## src/rtl/restador_serial_n.sv

```systemverilog
// Bit-serial n-bit subtractor (LSB first) with N/Z/V/borrow flags; n+1 cycles from start to done.
// No backpressure: start is ignored while busy, and a start held in the done cycle chains the next operation.
module restador_serial_n #(
  parameter int n = 4
) (
  input  logic         clk,
  input  logic         rst,
  input  logic         start,
  input  logic [n-1:0] A,
  input  logic [n-1:0] B,
  output logic [n-1:0] res,
  output logic         baOut,
  output logic         N,
  output logic         Z,
  output logic         V,
  output logic         busy,
  output logic         done
);

  localparam int CW = $clog2(n + 1);

  typedef enum logic [1:0] {
    IDLE  = 2'd0,
    SHIFT = 2'd1,
    DONE  = 2'd2
  } state_t;

  state_t         state;
  state_t         state_nxt;
  logic [n-1:0]   sa;
  logic [n-1:0]   sb;
  logic [n-2:0]   pr;
  logic [n-1:0]   pr_nxt;
  logic           br;
  logic           br_nxt;
  logic           d;
  logic [CW-1:0]  cnt;
  logic           a_msb;
  logic           b_msb;
  logic           accept;
  logic           last_bit;

  assign accept   = start && (state != SHIFT);
  assign last_bit = (state == SHIFT) && (cnt == CW'(n - 1));

  // One full-subtractor cell; the new bit enters the partial result from the MSB side.
  assign d      = sa[0] ^ sb[0] ^ br;
  assign br_nxt = (~sa[0] & sb[0]) | (~(sa[0] ^ sb[0]) & br);
  assign pr_nxt = {d, pr};

  always_ff @(posedge clk) begin
    if (rst) begin
      state <= IDLE;
    end else begin
      state <= state_nxt;
    end
  end

  always_comb begin
    state_nxt = state;
    case (state)
      IDLE:    if (start) state_nxt = SHIFT;
      SHIFT:   if (last_bit) state_nxt = DONE;
      DONE:    state_nxt = start ? SHIFT : IDLE;
      default: state_nxt = IDLE;
    endcase
  end

  always_comb begin
    busy = (state == SHIFT);
    done = (state == DONE);
  end

  always_ff @(posedge clk) begin
    if (rst) begin
      sa    <= '0;
      sb    <= '0;
      pr    <= '0;
      br    <= 1'b0;
      cnt   <= '0;
      a_msb <= 1'b0;
      b_msb <= 1'b0;
      res   <= '0;
      baOut <= 1'b0;
      N     <= 1'b0;
      Z     <= 1'b1;
      V     <= 1'b0;
    end else if (accept) begin
      sa    <= A;
      sb    <= B;
      a_msb <= A[n-1];
      b_msb <= B[n-1];
      pr    <= '0;
      br    <= 1'b0;
      cnt   <= '0;
    end else if (state == SHIFT) begin
      sa  <= sa >> 1;
      sb  <= sb >> 1;
      pr  <= pr_nxt[n-1:1];
      br  <= br_nxt;
      cnt <= cnt + CW'(1);
      // The last bit goes straight into res so all flags publish on the same edge.
      if (last_bit) begin
        res   <= pr_nxt;
        baOut <= br_nxt;
        N     <= d;
        Z     <= (pr_nxt == '0);
        V     <= (a_msb != b_msb) && (d != a_msb);
      end
    end
  end

endmodule
```

## config.mk

```make
export PLATFORM = sky130hd
export DESIGN_NAME = restador_serial_n
export DESIGN_NICKNAME = d
export VERILOG_FILES = /design/src/rtl/restador_serial_n.sv
export SDC_FILE = /design/constraint.sdc
export NUM_CORES = 1
export LEC_CHECK = 0
export ABC_AREA = 1
export ABC_CLOCK_PERIOD_IN_PS = 2900
export CAP_MARGIN = 20
export CORE_MARGIN = 2
export CORE_UTILIZATION = 54
export CTS_CLUSTER_SIZE = 16
export DETAILED_ROUTE_END_ITERATION = 8
export GPL_TIMING_DRIVEN = 0
export PLACE_DENSITY = 0.92
export REMOVE_ABC_BUFFERS = 1
export SYNTH_ARGS = -nofsm -noshare
export SYNTH_HDL_FRONTEND = slang
export SYNTH_SLANG_ARGS = --single-unit
```

## constraint.sdc

```tcl
create_clock -name clk -period 2.9 [get_ports clk]
set_input_delay 0.58 -clock clk [delete_from_list [all_inputs] [get_ports clk]]
set_output_delay 0.58 -clock clk [all_outputs]
set_load 0.05 [all_outputs]
```

==> flow_metrics.py <==
metrics = {
    "synth": {
        "ys_seq_area_share_pct": 45.3,
        "yosys.area_share.xor_xnor_pct": 0.763,
        "synth_cell_types": 21,
        "synthSimpleGateAreaFrac_pct": 30.7,
        "netlist_top_cells_count": "36 x nand2_1, 28 x nand3_1, 26 x dfxtp_1",
        "synthCells": 147,
        "synthMuxAreaShare_pct": 0,
        "synth_ff_type": "dfxtp_1",
        "synth_top_area_share_pct": 45.3,
        "async_reset_ff_share_pct": 0,
        "synthAdderAreaFrac_pct": 3.92,
        "synth_most_common_cell": "nand2_1",
        "yosys.area.top_type": "dfxtp_1",
        "synth_area_leaders": "dfxtp_1 45%, nand3_1 12%, nand2_1 12%",
        "synth_edf_count": 0,
        "avgSynthCellArea_um2": 7.81,
        "synth_compound_area_share_pct": 7.73,
        "synth_top_family_by_area": "simple AND/OR/NAND/NOR gates",
        "yosys_warnings": 0,
        "ys_seq_elements": 26,
        "synth_area_um2": 1150,
    },
    "clock_tree": {
        "ctsResizeCount": 0,
        "htreeDepth": 1,
        "clock_latency_ns": 0.31,
        "cts_sinks": 26,
        "holdBufCountCts": 0,
        "cts_tree": "built",
        "clk_pin_slew_worst_paths_ns": 0.13,
        "cts_buffer_depth": 2,
        "cts_root_buf": "clkbuf_4",
        "cts_buffers": 3,
        "post_cts_buffers": 0,
    },
    "sta": {
        "hold_slack_ns": 0.476,
        "max-slew-margin-rel_pct": 66.9,
        "finalSetupTns_ns": 0,
        "hold_violations": 0,
        "fin_crit_sh_pct": 87.0,
        "fin_worst_skew_ns": 0.00365,
        "slew_violations": 0,
        "fmax_mhz": 397,
        "rsz0062_at_grt": "false",
        "setup_viol": 0,
        "worst_pin_slew_ns": 0.494,
        "fin_crit_ns": 2.52,
    },
    "worst_setup_path": {
        "r2r_setup_slack_ns": 1.50,
        "cp_slowest_cell": "clkdlybuf4s50_1",
        "slowest_delay_ns": 0.86,
        "reg2reg_depth": 6,
        "worstPathCellList": "inv_2 > nor2_8 > clkdlybuf4s50_1",
        "worstPathMaxFanout": 16,
        "path_class": "flip-flop to output pin",
        "path_delay_family": "buffers and inverters",
        "r2r-start": "sb[0]",
        "r2r-end": "V",
        "cp.arrival_ns": 1.94,
        "start_kind": "flip-flop",
        "path_buf_inv": 2,
        "required_ns": 2.32,
        "cp-end-kind": "output pin",
    },
    "global_route": {
        "grt_pass1_wl_um": 3820,
        "grt_max_degree": 23,
        "grt_pass1_vias": 939,
        "overflow": 0,
        "grt_usage_pct": 19.9,
        "antenna_found_initial": 0,
    },
    "floorplanning": {
        "die_area_um2": 2510,
        "coreArea_um2": 1980,
        "io_pins": 21,
        "die_x_um": 50.1,
        "initial_core_util_pct": 58.0,
        "rows": 16,
        "die_y_um": 50.1,
    },
    "detailed_routing": {
        "firstDrtPassIters": 4,
        "wl_per_cell_um": 11.5,
        "avgViaCountPerCell": 5.22,
        "ant_nets": 0,
        "drc": 0,
        "wl_um": 2200,
        "route.vias.total": 997,
        "drt_iter0_markers": 27,
    },
    "pwr": {
        "ir_worst_vdd_mv": 0.375,
        "clkPwrFrac_pct": 24.0,
        "switching_share_pct": 25.7,
        "power.leakage_nw": 0.571,
        "total_power_uw": 607,
        "power_switching_uw": 156,
        "p_per_area_nw_per_um2": 452,
        "power.internal_uw": 451,
        "pwr-share-seq_pct": 62.1,
        "power_frac_comb_pct": 13.9,
    },
    "final_layout": {
        "layout.nets": 180,
        "multi_input_area_um2": 495,
        "n_fill_cell": 168,
        "drive_gt1_share_pct": 6.71,
        "final_cells": 191,
        "finish.instance_area_um2": 1340,
        "diodes": 0,
        "syn2layout_area_growth_pct": 17.0,
        "register_area_um2": 520,
    },
    "hold_path": {
        "hold_class": "flip-flop to flip-flop",
        "min_from": "V",
        "min_to": "V",
        "hold_path_depth": 2,
    },
    "placement": {
        "io_buffers": 20,
        "place_congestion": 0.839,
        "placedCellCount": 188,
        "place_area_um2": 1320,
        "dp_hpwl_um": 1660,
    },
    "run": {
        "cap_violations": 0,
    },
    "outcome": {
        "status": "finished, final reports clean",
    },
}
[through the flow]
step	setup slack (ns)	utilization (%)
finish	0.378	67.8
global route	0.311	67.8
CTS	0.371	67.8
detailed placement	0.720	66.7
global placement	0.764	66.7
floorplan	1.17	-
[per-layer routing]
layer / vias up / routed length (um) / track usage, %
met1: 456 / 915 / 22.6
li1: 510 / - / -
met4: 0 / 9 / 8.33
met2: 29 / 1170 / 36.6
met5: - / 0 / 0
met3: 2 / 105 / 2.73
[state kept, by name, indices dropped and copies added (netlist names)]
name	flops
state	2
sa	4
a_msb	1
br	1
res	4
pr	3
Z	1
cnt	3
b_msb	1
V	1
baOut	1
sb	4
[worst max path at each step]
stage,start,end,cells after the start
2_1_floorplan,state[1],done,2
3_3_place_gp,state[0],busy,3
3_5_place_dp,rst,b_msb,4
4_1_cts,state[0],busy,3
5_1_grt,state[0],busy,3
6_report,state[0],busy,3
[worst register-to-register path, delay by kind of cell, from the launching register on]
| kind | cells | cell delay (ns) |
|---|---|---|
| AO/OA/AOI/OAI | 1 | 0.13 |
| adder cells (fa/ha/maj) | 1 | 0.56 |
| buffers and inverters | 2 | 0.14 |
| flip-flops | 1 | 0.36 |
| AND/OR/NAND/NOR | 2 | 0.15 |
[logic make-up after synthesis]
| logic type | Yosys count |
|---|---|
| AO/OA/AOI/OAI | 17 |
| XOR/XNOR | 1 |
| adder cells (fa/ha/maj) | 3 |
| buffers and inverters | 25 |
| flip-flops | 26 |
| AND/OR/NAND/NOR | 75 |
[layout by cell type, fill, tap and decap left out]
master	instances
o21ai_0	6
ha_1	2
nor2_1	6
inv_2	3
nand3_1	28
a21oi_1	10
nand2_1	36
inv_1	15
or2_1	1
dfxtp_1	26
clkinv_1	1
nor2_8	1
clkdlybuf4s50_1	20
o21ai_2	1
or2_2	1
nand2_4	2
fa_1	1
clkbuf_4	3
xor2_1	1
[power groups by stage]
stage	combinational [mW]	clock, mW	sequential [mW]
6_report	0.0845	0.146	0.377
3_5_place_dp	0.0840	0	0.385
4_1_cts	0.0848	0.150	0.377
3_3_place_gp	0.0810	0	0.384
5_1_grt	0.0951	0.167	0.378
2_1_floorplan	0.0537	0	0.383
[cell type report]
cell class	count	share of cell area, %
Multi-Input combinational cell	96	36.9
Inverter	19	5.31
Timing Repair Buffer	20	14.9
Clock buffer	3	1.68
Sequential cell	26	38.7
Tap cell	27	2.51
(Power assumes the default switching activity.)
